### config.mk
export PLATFORM = sky130hd
export DESIGN_NAME = sram_write_drain
export DESIGN_NICKNAME = d
export VERILOG_FILES = /design/src/rtl/sram_write_drain.sv
export SDC_FILE = /design/constraint.sdc
export NUM_CORES = 1
export LEC_CHECK = 0
export CAP_MARGIN = 10
export CORE_ASPECT_RATIO = 1.75
export CORE_MARGIN = 8
export CORE_UTILIZATION = 47
export CTS_BUF_LIST = sky130_fd_sc_hd__clkbuf_4 sky130_fd_sc_hd__clkbuf_8
export CTS_CLUSTER_SIZE = 24
export DETAILED_ROUTE_END_ITERATION = 10
export PLACE_DENSITY = 0.83
export REMOVE_ABC_BUFFERS = 1
export SYNTH_ARGS = -nofsm -noshare
export SYNTH_HDL_FRONTEND = slang
export SYNTH_SLANG_ARGS = --single-unit
export TNS_END_PERCENT = 50
### constraint.sdc
create_clock -name clk -period 2.2 [get_ports clk]
set_clock_uncertainty 0.05 [all_clocks]
set_input_delay 0.44 -clock clk [delete_from_list [all_inputs] [get_ports clk]]
set_output_delay 0.44 -clock clk [all_outputs]
set_load 0.05 [all_outputs]
### src/rtl/sram_write_drain.sv
// Drains the 17-bit {sof, pixel} write FIFO into an async 16-bit SRAM with a
// timed CE/WE sequence and an auto-incrementing, wrapping frame address.
module sram_write_drain #(
   parameter int unsigned ADDR_WIDTH   = 18,
   parameter int unsigned BASE_ADDR    = 0,
   parameter int unsigned FRAME_PIXELS = 76800,
   parameter int unsigned WRITE_CYCLES = 2
) (
   input  logic                  clk,
   input  logic                  rst,
   input  logic                  enable,
   input  logic                  fifo_empty,
   input  logic [16:0]           fifo_data_out,
   output logic                  fifo_read_en,
   output logic [ADDR_WIDTH-1:0] sram_addr,
   output logic [15:0]           sram_dq_out,
   output logic                  sram_dq_oe,
   output logic                  sram_ce_n,
   output logic                  sram_we_n,
   output logic                  sram_oe_n,
   output logic                  sram_ub_n,
   output logic                  sram_lb_n,
   output logic                  busy,
   output logic                  frame_done
);

   localparam logic [ADDR_WIDTH-1:0] BASE_A = ADDR_WIDTH'(BASE_ADDR);
   localparam logic [ADDR_WIDTH-1:0] LAST_A = ADDR_WIDTH'(BASE_ADDR + FRAME_PIXELS - 1);
   localparam logic [ADDR_WIDTH-1:0] ONE_A  = ADDR_WIDTH'(1);
   localparam logic [3:0]            WC_LAST = 4'(WRITE_CYCLES - 1);

   typedef enum logic [2:0] {
      S_IDLE, S_POP, S_CAPTURE, S_SETUP, S_WRITE, S_HOLD
   } state_t;

   state_t                state_q, state_d;
   logic [3:0]            cnt_q, cnt_d;
   logic [ADDR_WIDTH-1:0] wptr_q, wptr_d;
   logic [ADDR_WIDTH-1:0] addr_q, addr_d;
   logic [15:0]           dq_q, dq_d;
   logic                  rd_en_q, dq_oe_q, ce_n_q, we_n_q, busy_q, fdone_q, fdone_d;
   logic                  active_d;

   always_ff @(posedge clk or posedge rst) begin
      if (rst) begin
         state_q <= S_IDLE;
         cnt_q   <= '0;
         wptr_q  <= BASE_A;
      end else begin
         state_q <= state_d;
         cnt_q   <= cnt_d;
         wptr_q  <= wptr_d;
      end
   end

   // sram_addr_q / dq_q double as the captured target and pixel registers.
   always_comb begin
      state_d = state_q;
      cnt_d   = cnt_q;
      wptr_d  = wptr_q;
      addr_d  = addr_q;
      dq_d    = dq_q;
      fdone_d = 1'b0;
      case (state_q)
         S_IDLE:    if (enable && !fifo_empty) state_d = S_POP;
         S_POP:     state_d = S_CAPTURE;
         S_CAPTURE: begin
            addr_d  = fifo_data_out[16] ? BASE_A : wptr_q;
            dq_d    = fifo_data_out[15:0];
            state_d = S_SETUP;
         end
         S_SETUP: begin
            cnt_d   = '0;
            state_d = S_WRITE;
         end
         S_WRITE: begin
            if (cnt_q == WC_LAST) state_d = S_HOLD;
            else                  cnt_d   = cnt_q + 4'd1;
         end
         S_HOLD: begin
            wptr_d  = (addr_q == LAST_A) ? BASE_A : addr_q + ONE_A;
            fdone_d = (addr_q == LAST_A);
            state_d = (enable && !fifo_empty) ? S_POP : S_IDLE;
         end
         default:   state_d = S_IDLE;
      endcase
   end

   assign active_d = (state_d == S_SETUP) || (state_d == S_WRITE) || (state_d == S_HOLD);

   // Strobes are registered from the next state so each lines up with its state.
   always_ff @(posedge clk or posedge rst) begin
      if (rst) begin
         rd_en_q <= 1'b0;
         addr_q  <= BASE_A;
         dq_q    <= '0;
         dq_oe_q <= 1'b0;
         ce_n_q  <= 1'b1;
         we_n_q  <= 1'b1;
         busy_q  <= 1'b0;
         fdone_q <= 1'b0;
      end else begin
         rd_en_q <= (state_d == S_POP);
         addr_q  <= addr_d;
         dq_q    <= dq_d;
         dq_oe_q <= active_d;
         ce_n_q  <= !active_d;
         we_n_q  <= (state_d != S_WRITE);
         busy_q  <= (state_d != S_IDLE);
         fdone_q <= fdone_d;
      end
   end

   assign fifo_read_en = rd_en_q;
   assign sram_addr    = addr_q;
   assign sram_dq_out  = dq_q;
   assign sram_dq_oe   = dq_oe_q;
   assign sram_ce_n    = ce_n_q;
   assign sram_we_n    = we_n_q;
   assign sram_oe_n    = 1'b1;
   assign sram_ub_n    = ce_n_q;
   assign sram_lb_n    = ce_n_q;
   assign busy         = busy_q;
   assign frame_done   = fdone_q;

endmodule

# Yosys cells after proc, flatten, opt, wreduce, memory -nomap -nowiden
# Index checks and enable logic that the tools add are counted.
# totals
elab_cells,44
ff_bits,65
output_inout_bits,43
inputBits,21
# op_classes
muxes,9
add_sub_neg,2
n_reduce_logical,9
eq_ne,13
# ops
operator,n
2-to-1 mux 18 bit,2
adder 18 x 1 -> 18 bit (second input constant),1
equality test 18 x 17 -> 1 bit (second input constant),1
case mux 3 bit (6 select lines),1
equality test 3 bit (second input constant),4
equality test 3 x 2 -> 1 bit (second input constant),3
case mux 4 bit (2 select lines),1
equality test 3 x 1 -> 1 bit (second input constant),2
2-to-1 mux 3 bit,2
adder 4 x 1 -> 4 bit (second input constant),1
equality test 4 x 1 -> 1 bit (second input constant),1
2-to-1 mux 4 bit,1
logical NOT 3 bit,1
!= test 3 bit (second input constant),1
nonzero test 3 bit,1
logical NOT 1 bit,2
logical OR 1 bit,2
2-to-1 mux 1 bit,2
!= test 2 bit (second input constant),1
AND reduction 2 bit,1
nonzero test 2 bit,1
logical AND 1 bit,1

# Longest topological paths before layout
# depth
ltp_word,8
ltp_mapped,7
mapped_depth_nobuf,7

# Least setup slack after synthesis
# Ideal clock, no wire load.
# synth_timing
path_kind,reg2reg
startpoint,reg addr_q[2] (netlist: sram_addr[2])
endpoint,reg wptr_q[13]
setup_time_ns,0.087
path_stages_with_launch,7
path_buffers,1
arrival_time_ns,1.741
period_less_slack_ns,1.877
slack_ns,0.323
path_cell_list,dfrtp_1 -> and3_1 -> and4_1 -> buf_6 -> nand4_4 -> xor2_1 -> a211oi_2
# synth_via
elab_chain_cells,2
word_cells_on_any_way,3
# synth_rtl
item,line_no,source
from (decl),39,"logic [ADDR_WIDTH-1:0] addr_q, addr_d;"
from (signal assigned),104,addr_q <= addr_d;
adder 18 x 1 -> 18 bit or equality test 18 x 17 -> 1 bit (tied branches),81,wptr_d = (addr_q == LAST_A) ? BASE_A : addr_q + ONE_A;
2-to-1 mux 18 bit (*),81,
to (signal assigned),52,wptr_q <= wptr_d;
to (decl),38,"logic [ADDR_WIDTH-1:0] wptr_q, wptr_d;"
# Every way passes the cells marked *; elsewhere a longest branch is shown, timed or not.
# A chain may end at the register's enable or synchronous reset.

# Final worst setup path
# layout_timing
startpoint,reg ce_n_q (netlist: sram_ce_n)
endpoint,out sram_ub_n
# layout_lines
item,line_no,source
from (decl),41,"logic rd_en_q, dq_oe_q, ce_n_q, we_n_q, busy_q, fdone_q, fdone_d;"
from (signal assigned),107,ce_n_q <= !active_d;
to (decl),21,"output logic sram_ub_n,"
# No word-level cell between the ends.

==> summary.txt <==
GRT
  – Initial antenna violation count: 0
  – Largest net degree at the start of global routing: 66
  – Gr ovfl total: 0
  – Number of global-route vias before repair: 2214
  – GRT Util Overall: 15.0%
  – First-pass GRT wire length: 10600 um

Hold path
  – Hold WC Path Type: input pin to asynchronous set/reset pin

Run status
  – Outcome: completed

Setup path
  – Crit path kind: register to primary output
  – Req. time, crit path: 1.71 ns
  – Worst R2R Path Depth: 5
  – CP max FO: 3
  – Bufs and invs on worst path: 1
  – R2R Path Start: sram_addr[6]
  – WP depth: 1
  – CP peak stage delay: 0.80 ns
  – Critical-path cell list: clkdlybuf4s50_1
  – Flop-to-flop setup slack: 0.38 ns
  – CP delay by family, top: buffers and inverters
  – Critical Path Source Type: register
  – Crit path DAT: 1.66 ns
  – Worst path slowest cell: clkdlybuf4s50_1
  – Crit end category: primary output
  – Worst reg2reg endpoint: wptr_q[2]

Detailed routing
  – Drt pass-1 iters: 4
  – DR DRC count: 0
  – Vias/cell: 5.13
  – Vias: 2133
  – WL per Instance: 14.9 um
  – Routed Antenna Nets: 0
  – Total Wirelength: 6210 um
  – DRT iter0 DRCs: 124

CTS
  – Number of H-tree levels: 3
  – CTS Buf Count: 9
  – CTS tree: done
  – Postcts setup bufs: 0
  – CTS clk-pin slew, worst paths: 0.07 ns
  – Clk buf depth: 2
  – Worst-skew pair later-pin latency: 0.33 ns
  – Root Buffer: clkbuf_8
  – Sink Count: 65
  – Hold_buf cts: 0
  – Post-CTS Resized: 1

Yosys
  – Async SR Flop Fraction: 100%
  – Seq cells post-synth: 65
  – Mux cell area share after synthesis: 6.87%
  – Predominant post-synthesis flop cell: dfrtp_1
  – Synth Area in Adders: 1.28%
  – Post-Synthesis Cell Area: 2930 sq um
  – Cells after Synth: 272
  – Register area share after synthesis: 55.5%
  – Mapped Avg Cell Area: 10.8 sq um
  – Largest family of logic cells by synthesized area: simple AND/OR/NAND/NOR gates
  – Xor-xnor portion of the synthesized cell area: 5.97%
  – Unique masters post-synth: 36
  – Simple-gate share of the synthesized area: 18.4%
  – Number of flops mapped to enable cells by yosys: 0
  – Syn. warnings: 0
  – Synth Area in Compound Gates: 7.59%

STA
  – PnR worst setup slack: 0.0477 ns
  – Worst-Margin Slew: 0.601 ns
  – Setup TNS: 0 ns
  – Final-report max-slew violation count: 0
  – RSZ-0062 raised after global routing: false
  – Minimum clock period: 2.15 ns
  – Finish-stage setup viols: 0
  – Slew margin rel.: 59.8%
  – Hold Violations, Final: 0
  – Post-route clock period utilization: 97.8%
  – Maximum clock rate: 465 MHz

Die
  – Starting Density: 47.8%
  – Row count: 38
  – Die W: 75.7 um
  – Die H: 121 um
  – IO Pins: 64
  – Die Area: 9130 sq um
  – Core box area: 6130 sq um

Layout
  – Post-route cell area: 3810 sq um
  – Layout area overhead: 29.9%
  – Utilization after layout: 62.2%
  – FILL cells: 495
  – Final net count: 356
  – Layout cell share with drive strength beyond 1: 9.23%
  – Area of the multi-input gates: 1180 sq um
  – Sequential cell area: 1630 sq um
  – Ant. Diodes: 0

Pwr
  – Leakage power: 0.00161 uW
  – Tot Pwr: 5100 uW
  – Maximum vdd drop: 0.000884 V
  – P per Cell Area: 1340 nW/um^2

Placement
  – # port buffers: 62
  – HPWL after detailed placement: 4480 um
  – Gpl congestion: 0.849
  – Dpl cell area: 3600 sq um
  – Worst slack, placed: 0.353 ns

Flow run
  – Max cap viols: 0
==> cell usage after synthesis (3+ instances only) <==
master    count  area, sq um
nand2_1      46          173
nand2b_1     19          119
o21ai_1      33          165
xor2_1       17          149
nand3_1       8         40.0
nor2_1        6         22.5
a21oi_1       5         25.0
clkbuf_1      4         15.0
xnor2_1       3         26.3
buf_4         5         37.5
ha_1          3         37.5
buf_2         7         35.0
mux2_1       16          180
and3_1        4         25.0
nand4_1       4         25.0
inv_1         4         15.0
dfrtp_1      63         1580
==> power by group <==
group / total [uW] / switching [uW] / internal [uW] / leakage (uW)
registers: 1780 / 248 / 1530 / 0.000840
clock network: 1070 / 427 / 640 / 0.000112
logic: 2250 / 1460 / 788 / 0.000663
==> cell families (layout without fill, tap and decap cells) <==
| group | count (synthesis) | count (layout) |
|---|---|---|
| and+or+nand+nor | 102 | 102 |
| DFF | 65 | 65 |
| AOI/OAI and AO/OA | 41 | 41 |
| buffers and inverters | 22 | 86 |
| xor gates and xnor gates | 20 | 20 |
| muxes | 18 | 18 |
| adders and majority gates | 3 | 3 |
| other | 1 | 1 |
==> per-stage QoR <==
step | hold WS [ns] | instances
6_report | 0.437 | 416
5_1_grt | 0.464 | 416
4_1_cts | 0.442 | 416
3_5_place_dp | 0.427 | 401
3_3_place_gp | 0.420 | 401
2_1_floorplan | 0.407 | 254
==> cells in the final DEF, fill, tap and decap left out, drive strengths merged, types with 2 or more instances in the layout <==
cell type,synthesis,final
dfrtp,63,63
clkdlybuf4s50,0,60
nand2,46,46
o21ai,33,33
nand2b,19,19
xor2,17,17
mux2,17,17
clkbuf,4,13
nand3,8,8
nor2,7,7
a21oi,5,5
nand4,5,5
buf,14,5
and3,4,4
inv,4,4
xnor2,3,3
ha,3,3
nor2b,2,2
nor4b,2,2
nor3b,2,2
a211oi,2,2
dfstp,2,2
==> state kept, by name, summed over array words and instances, names as in the netlist <==
| register | flops |
|---|---|
| busy | 1 |
| cnt_q | 4 |
| fifo_read_en | 1 |
| frame_done | 1 |
| sram_addr | 18 |
| sram_ce_n | 1 |
| sram_dq_oe | 1 |
| sram_dq_out | 16 |
| sram_we_n | 1 |
| state_q | 3 |
| wptr_q | 18 |
==> how the worst max path moves through the flow <==
stage | start | end | slack (ns)
5_1_grt | sram_ce_n | sram_lb_n | 0.005
4_1_cts | sram_addr[12] | sram_addr[12] | 0.02
6_report | sram_ce_n | sram_ub_n | 0.05
3_3_place_gp | sram_addr[10] | sram_addr[10] | 0.37
2_1_floorplan | state_q[2] | sram_dq_out[0] | 0.005
3_5_place_dp | sram_addr[10] | sram_addr[10] | 0.35
==> metal layers <==
layer,vias up,track usage (%),routed length (um)
met5,-,0,0
met4,0,7.87,138
met3,9,4.06,330
met2,59,25.7,3370
met1,1044,16.0,2370
li1,1021,-,-
==> final cells by class <==
type | count | share of cell area, %
clock buffers | 13 | 4.69
clock inverters | 2 | 0.919
inverters | 4 | 0.394
multi-input cells | 185 | 31.0
flip-flops and latches | 65 | 42.7
well taps | 80 | 2.63
repair buffers | 67 | 17.6
Power figures use the tool's default switching activity.
